### config.mk
export PLATFORM = sky130hd
export DESIGN_NAME = sync_fifo_param
export DESIGN_NICKNAME = d
export VERILOG_FILES = /design/src/rtl/sync_fifo_param.sv
export SDC_FILE = /design/constraint.sdc
export NUM_CORES = 1
export LEC_CHECK = 0
export ABC_AREA = 1
export CORE_ASPECT_RATIO = 0.9
export CORE_MARGIN = 3
export CORE_UTILIZATION = 40
export CTS_CLUSTER_SIZE = 20
export DETAILED_ROUTE_END_ITERATION = 8
export PLACE_DENSITY_LB_ADDON = 0.12
export SKIP_CTS_REPAIR_TIMING = 1
export SLEW_MARGIN = 5
export SYNTH_ARGS = -nofsm -noshare
export SYNTH_HDL_FRONTEND = slang
export SYNTH_SLANG_ARGS = --single-unit
export TNS_END_PERCENT = 20
### constraint.sdc
create_clock -name i_clk -period 2.9 [get_ports i_clk]
set_input_delay 0.58 -clock i_clk [delete_from_list [all_inputs] [get_ports i_clk]]
set_output_delay 0.58 -clock i_clk [all_outputs]
set_load 0.02 [all_outputs]
### src/rtl/sync_fifo_param.sv
// sync_fifo_param: parametrised single-clock FIFO with occupancy count, almost flags and error pulses.
// Optional macro FIFO_FWFT_EN selects first-word-fall-through read data (latency 0).
// Without it, read data is registered and appears one cycle after the accepted read.
module sync_fifo_param #(
    parameter int DATA_WIDTH = 8,
    parameter int DEPTH      = 16,
    parameter int AF_THRESH  = 12,
    parameter int AE_THRESH  = 3,
    localparam int ADDR_W    = $clog2(DEPTH),
    localparam int CNT_W     = ADDR_W + 1
) (
    input  logic                  i_clk,
    input  logic                  i_rst_n,
    input  logic                  i_rd_n,
    input  logic                  i_wr_n,
    input  logic [DATA_WIDTH-1:0] i_data_in,
    output logic [DATA_WIDTH-1:0] o_data_out,
    output logic                  o_full,
    output logic                  o_empty,
    output logic                  o_almost_full,
    output logic                  o_almost_empty,
    output logic [CNT_W-1:0]      o_count,
    output logic                  o_over_flow,
    output logic                  o_under_flow
);

    logic [DATA_WIDTH-1:0] r_mem [DEPTH];
    logic [ADDR_W-1:0]     r_rd_ptr;
    logic [ADDR_W-1:0]     r_wr_ptr;
    logic [CNT_W-1:0]      r_count;
    logic                  r_over_flow;
    logic                  r_under_flow;
    logic                  w_rd_ok;
    logic                  w_wr_ok;
    logic                  w_empty;
    logic                  w_full;

    // Accept decisions use the registered count; a read frees a slot so a full FIFO can take a write.
    always_comb begin
        w_empty = (r_count == '0);
        w_full  = (r_count == CNT_W'(DEPTH));
        w_rd_ok = ~i_rd_n & ~w_empty;
        w_wr_ok = ~i_wr_n & (~w_full | w_rd_ok);
    end

    // Storage is never reset; stale words are unreachable once the pointers are cleared.
    always_ff @(posedge i_clk) begin
        if (i_rst_n && w_wr_ok)
            r_mem[r_wr_ptr] <= i_data_in;
    end

    // Pointer, occupancy and error-pulse state.
    always_ff @(posedge i_clk) begin
        if (!i_rst_n) begin
            r_rd_ptr     <= '0;
            r_wr_ptr     <= '0;
            r_count      <= '0;
            r_over_flow  <= 1'b0;
            r_under_flow <= 1'b0;
        end else begin
            if (w_rd_ok)
                r_rd_ptr <= r_rd_ptr + ADDR_W'(1);
            if (w_wr_ok)
                r_wr_ptr <= r_wr_ptr + ADDR_W'(1);
            if (w_wr_ok && !w_rd_ok)
                r_count <= r_count + CNT_W'(1);
            else if (w_rd_ok && !w_wr_ok)
                r_count <= r_count - CNT_W'(1);
            r_over_flow  <= ~i_wr_n & ~w_wr_ok;
            r_under_flow <= ~i_rd_n & ~w_rd_ok;
        end
    end

`ifdef FIFO_FWFT_EN
    // Head word is shown combinationally; an empty FIFO shows zero.
    always_comb begin
        o_data_out = w_empty ? '0 : r_mem[r_rd_ptr];
    end
`else
    logic [DATA_WIDTH-1:0] r_data_out;

    // Registered read port: the popped word appears one cycle after the accepted read and then holds.
    always_ff @(posedge i_clk) begin
        if (!i_rst_n)
            r_data_out <= '0;
        else if (w_rd_ok)
            r_data_out <= r_mem[r_rd_ptr];
    end

    assign o_data_out = r_data_out;
`endif

    // Status flags decoded from the registered count.
    always_comb begin
        o_full         = w_full;
        o_empty        = w_empty;
        o_almost_full  = (r_count >= CNT_W'(AF_THRESH));
        o_almost_empty = (r_count <= CNT_W'(AE_THRESH));
        o_count        = r_count;
        o_over_flow    = r_over_flow;
        o_under_flow   = r_under_flow;
    end

endmodule

==> metrics.txt, run 1 <==
NumNets Final roughly 740; clock-pin slew on the worst setup and hold paths 0.06 ns; clock power share approximately a third; kind of critical path flop to primary output; max-cap viol count 0; commonest cells in the netlist nand2_1, edfxtp_1, inv_1; Rows 44; DP Cell Count 904; Worst IR Drop VDD roughly 0.42 mV; pwr dens ~830 nW/µm²; CP max stage cell clkdlybuf4s50_1; Req. time, crit path ~2.3 ns; Tightest Pin Transition approximately 0.78 ns; Die Ht 129 µm; Initial Util between 40 and 50%; crit end category primary output; post-synthesis sequential area ratio between 60% and 70%; final worst slack 0.482 ns; Cells after Synth around 670; Internal Power approximately 0.0044 W; CP cell instances nor3_4 > nand2_4 > inv_1 > clkdlybuf4s50_1; setup TNS after final layout 0 ns; kind of cell adding the most delay to the critical path buffers and inverters; pin count of the biggest net entering global routing 67; final setup vio count 0; Reg power frac 39.5%; number of synthesized flops with an enable pin between 100 and 150; CP max stage delay approximately 0.6 ns; area of the die roughly 18000 µm²; mapped cell area approximately 6700 µm²; Clock Tree Root clkbuf_16; Hold Fails Final Rpt 0; clk_lat worst skew ~0.42 ns; CTS tree done; Ant. Diodes 0; Critical path buffers and inverters 2; Net Sw Frac a little under a third; layout cell share with drive strength beyond 1 9.20%; share of synthesized flip-flops with an asynchronous set or reset 0%; ys flop type edfxtp_1; Net Count, Synth ~700; Longest Clk Path Bufs 2; post-route minimum period 2.42 ns; Post-Syn Area per Cell about 9.9 µm²; CTS Buf Count 17; Logic pwr share 27.9%; initial antenna violation count 0; switching power just over 0.002 W; first-pass iteration count of the detailed router 5; Unique masters post-synth 31; HPWL Detailed around 9900 µm; Hold Crit Start r_wr_ptr[3]; Core Util, Final around half; final WL between 15000 and 20000 µm; Hold Path Class flop to flop; most common cell in the netlist nand2_1; top-level I/O count 31; Synth Warn # 0; Relative slew margins 48.1%; reg2reg start o_count[0]; hold depth 2; Final ANT Viol Nets 0; Post-Layout Cell Count roughly 940; DR DRC count 0; Final Total Pwr between 0.006 and 0.007 W; WHS Endpoint r_wr_ptr[3]; fin. max-slew vios 0; pre-CTS setup slack 0.164 ns; dominant cell type by area after synthesis edfxtp_1; routed vias/inst 4.72; CTS sink cnt about 150; status completed; Final Cycle Share around 83%; Arr. time, crit path 1.84 ns; first-pass GRT wire length roughly 24000 µm; vias about 4400; clock skew slightly above 0.01 ns; RSZ-0062 raised after global routing false; share of the synthesized area in the top cell type a little under three fifths; Worst setup SP type flop; worst-path fanout max 7; Overall Global Routing Usage approximately 18%; vias in the first global route between 4000 and 5000; worst flop-to-flop path endpoint o_count[3]; synthesis-stage register bit count 151; Max Freq just over 400 MHz; R2R Setup Slk roughly 0.61 ns; Layout area overhead 17.1%; Area contributors post-synth edfxtp_1, nand2_1, dfxtp_1, nand3_1, inv_1; Overflow after GRT 0; RePlAce Congestion 0.819; depth of the most critical reg-to-reg path 12; die span in x 142 µm; wire per inst roughly 16 µm; H-tree levels 4; Core Area ~16000 µm²; drt initial violations between 200 and 300; LEAKAGE roughly 3.3 nW; port bufs 30
==> power by group through the flow <==
stage / sequential (W) / combinational, W / clock (W)
5_1_grt: 0.00259 / 0.00204 / 0.00227
3_3_place_gp: 0.00261 / 0.00183 / 0
6_report: 0.00257 / 0.00182 / 0.00213
3_5_place_dp: 0.00262 / 0.00185 / 0
4_1_cts: 0.00257 / 0.00186 / 0.00217
2_1_floorplan: 0.00268 / 0.00119 / 0
==> layout make-up <==
| cell class | count | area (µm²) |
|---|---|---|
| Clock buffer | 19 | 433 |
| Timing Repair Buffer | 52 | 478 |
| Sequential cell | 151 | 4310 |
| Tap cell | 207 | 259 |
| Inverter | 95 | 362 |
| Multi-Input combinational cell | 399 | 1860 |
| Fill cell | 1502 | 8400 |
| Clock inverter | 12 | 135 |
==> worst register-to-register path: stages, from the launching register on <==
cell	delay, ns
dfxtp_1	0.38
nor2_2	0.24
nand4_1	0.18
nand2_2	0.11
inv_2	0.05
ha_1	0.20
inv_1	0.14
ha_1	0.29
a21oi_1	0.15
nand2_1	0.08
xor2_1	0.15
o21ai_0	0.16
inv_1	0.05
==> routing by layer <==
metal / global-route usage, % / up-vias / share of wire, %
met5: 0 / - / 0
met4: 5.76 / 0 / 1.2
met3: 3.94 / 13 / 4.1
met2: 28.3 / 67 / 49
met1: 24.1 / 2069 / 46
li1: - / 2263 / -
==> registers in the layout, summed over array words and instances, names as in the netlist <==
signal        flops
r_rd_ptr          4
o_over_flow       1
r_wr_ptr          4
o_under_flow      1
r_mem           128
o_data_out        8
o_count           5
==> kinds of logic after synthesis <==
family	share of synthesized area [%]
adders and majority gates	1.98
buffers and inverters	7.82
DFF	64.3
AOI/OAI and AO/OA	1.72
and+or+nand+nor	23.4
xor gates and xnor gates	0.785
==> cells in the final DEF, fill, tap and decap left out, types with 3 or more instances in the layout <==
master	netlist	routed
o21ai_1	5	5
inv_2	5	5
ha_1	9	9
dfxtp_1	23	22
nand3_2	8	8
clkinv_1	1	6
buf_4	7	21
nor2_1	38	38
xor2_1	5	5
a21oi_1	12	12
bufinv_16	0	3
clkbuf_16	0	17
clkdlybuf4s50_1	0	30
nand3_1	86	86
o21ai_0	3	3
inv_1	88	88
nand2_1	219	219
edfxtp_1	128	128
==> how the worst max path moves through the flow <==
| stage | depth (start not counted) | start | slack [ns] | to |
|---|---|---|---|---|
| final | 4 | o_count[4] | 0.48 | o_empty |
| after detailed placement | 12 | i_rd_n | 0.16 | o_count[3] |
| after global placement | 12 | i_rd_n | 0.24 | o_count[3] |
| after floorplan | 12 | o_count[4] | 0.64 | o_count[4] |
| after global routing | 4 | o_count[4] | 0.38 | o_empty |
| after CTS | 4 | o_count[4] | 0.45 | o_empty |
==> stage by stage <==
step	cell area, µm²	hold slack (ns)
2_1_floorplan	6690	0.472
3_3_place_gp	7270	0.513
3_5_place_dp	7270	0.517
4_1_cts	7840	0.528
5_1_grt	7840	0.549
6_report	7840	0.531
No activity file was read; power rests on OpenSTA's default activity.
==> run 2, diff against run 1 <==
Clock period 2.9 ns to 2.38 ns, I/O delays scaled along.
==> metrics.txt, run 2 (synthesized netlist as in run 1, its figures left out) <==
Tightest Pin Transition 0.760 ns (was 0.775 ns); Reg power frac 37.4% (was 39.5%); Relative slew margins 49.3% (was 48.1%); Longest Clk Path Bufs 2 (unchanged); CP max stage cell clkdlybuf4s50_1 (unchanged); Layout area overhead 19.9% (was 17.1%); Internal Power 0.00582 W (was 0.00444 W); RePlAce Congestion 0.834 (was 0.819); max-cap viol count 0 (unchanged); clock skew 0.00769 ns (was 0.0102 ns); pwr dens 1040 nW/µm² (was 831 nW/µm²); layout cell share with drive strength beyond 1 11.3% (was 9.20%); DR top layer met4 (unchanged); Logic pwr share 27.7% (was 27.9%); Final Total Pwr 0.00837 W (was 0.00651 W); fin. max-slew vios 0 (unchanged); Final Cycle Share roughly 92%; pre-CTS setup slack -0.201 ns (was 0.164 ns); NumNets Final 752 (was 738); port bufs 30 (unchanged); vias in the first global route 4365 (was 4326); Largest Register r_mem (unchanged); max reg flops 128 (unchanged); switching power 0.00255 W (was 0.00207 W); met2 WL 7340 µm (was 7480 µm); wire per inst 16.1 µm (was 16.4 µm); drt initial violations 331 (was 277); status completed (unchanged); Clock Tree Root clkbuf_16 (unchanged); pin count of the biggest net entering global routing 67 (unchanged); Core Area 16200 µm² (unchanged); post-route minimum period 2.18 ns; register area 4310 µm² (about the same); vias 4465 (was 4412); HPWL Detailed 10100 µm (was 9860 µm); final setup vio count 0 (unchanged); Worst setup SP type flop (unchanged); final worst slack 0.199 ns (was 0.482 ns); Die Ht 129 µm (unchanged); routed length on met3 484 µm (was 627 µm); routed vias/inst 4.71 (was 4.72); clock-pin slew on the worst setup and hold paths 0.06 ns (about the same); Initial Util 41.2% (unchanged); Max Freq 458 MHz; kind of critical path flop to primary output (unchanged); first-pass iteration count of the detailed router 4 (was 5); CP max stage delay 0.59 ns (about the same); first-pass GRT wire length 23900 µm (was 24000 µm); Hold Path Class flop to flop (unchanged); Finished Cell Area 8020 µm² (was 7840 µm²); most frequent cells in the layout nand2_1, edfxtp_1, inv_1 (unchanged); Final ANT Viol Nets 0 (unchanged); crit end category primary output (unchanged); RSZ-0062 raised after global routing false (unchanged); clock power share 34.9% (was 32.6%); initial antenna violation count 0 (unchanged); H-tree levels 4 (unchanged); worst-path fanout max 5 (was 7); CTS Buf Count 17 (unchanged); clk_lat worst skew 0.42 ns (about the same); Min Hold Slack 0.538 ns (was 0.531 ns); Worst IR Drop VDD 0.489 mV (was 0.416 mV); multi-input combinational cell area 1870 µm² (was 1860 µm²); Rows 44 (unchanged); die span in x 142 µm (unchanged); area of the die 18300 µm² (unchanged); LEAKAGE 3.41 nW (was 3.29 nW); DR DRC count 0 (unchanged); Arr. time, crit path 1.71 ns (was 1.84 ns); placed instance area 7370 µm² (was 7270 µm²); top-level I/O count 31 (unchanged); filler instances 1475 (was 1502); Hold Fails Final Rpt 0 (unchanged); Req. time, crit path 1.90 ns (was 2.32 ns); Ant. Diodes 0 (unchanged); Net Sw Frac 30.5% (was 31.8%); CP cell instances nor2_4 > nand3_1 > inv_1 > clkdlybuf4s50_1 (was nor3_4 > nand2_4 > inv_1 > clkdlybuf4s50_1); Overflow after GRT 0 (unchanged); most common cell after layout, fill and taps aside nand2_1 (unchanged); CTS tree done (unchanged); CTS sink cnt 151 (unchanged); Overall Global Routing Usage 17.5% (was 17.7%); final WL 15300 µm (about the same); M1 wire length 7270 µm (was 7040 µm)
run 2: cell count changes in the layout (fill, tap and decap cells not counted), sizes merged:
cell           delta
bufinv            +3
clkinv            -3
dlymetal6s2s      +1
clkinvlp          -1
clkdlybuf4s50     -1
buf              +14
run 2: layer usage:
layer / global-route usage (%) / up-vias
li1: - / 2286
met1: 23.2 / 2098
met2: 28.2 / 66
met3: 3.83 / 15
met4: 7.04 / 0
met5: 0 / -
run 2: worst paths after layout:
path | start | to | slack, ns | cells after the start
max | o_count[1] | o_full | 0.20 | 4
min | r_wr_ptr[3] | r_wr_ptr[3] | 0.54 | 2
max reg2reg | o_count[1] | o_count[3] | 0.22 | 12
min reg2reg | r_wr_ptr[3] | r_wr_ptr[3] | 0.54 | 2
run 2: layout make-up:
cell class	instances	area share, %
repair buffers	66	7.30
multi-input cells	399	23.3
flip-flops and latches	151	53.7
inverters	95	4.51
well taps	207	3.23
clock buffers	19	5.40
clock inverters	11	2.56
run 2: metrics by stage:
step	setup TNS [ns]	utilization, %	cells
after detailed placement	-0.468	45.4	918
after global placement	-0.250	45.4	918
after global routing	0	49.4	948
after CTS	0	49.3	948
final	0	49.4	948
after floorplan	0	-	673
run 2: critical path, delay by kind of cell (launching register included):
family,cells,cell delay (ns)
buffers and inverters,2,0.65
DFF,1,0.38
and+or+nand+nor,2,0.25
run 2: power by group through the flow:
| stage | Clock [W] | Combinational [W] | Sequential, W |
|---|---|---|---|
| 3_3_place_gp | 0 | 0.00231 | 0.00317 |
| 6_report | 0.00292 | 0.00232 | 0.00313 |
| 5_1_grt | 0.00308 | 0.00260 | 0.00315 |
| 2_1_floorplan | 0 | 0.00145 | 0.00327 |
| 4_1_cts | 0.00299 | 0.00236 | 0.00312 |
| 3_5_place_dp | 0 | 0.00235 | 0.00318 |
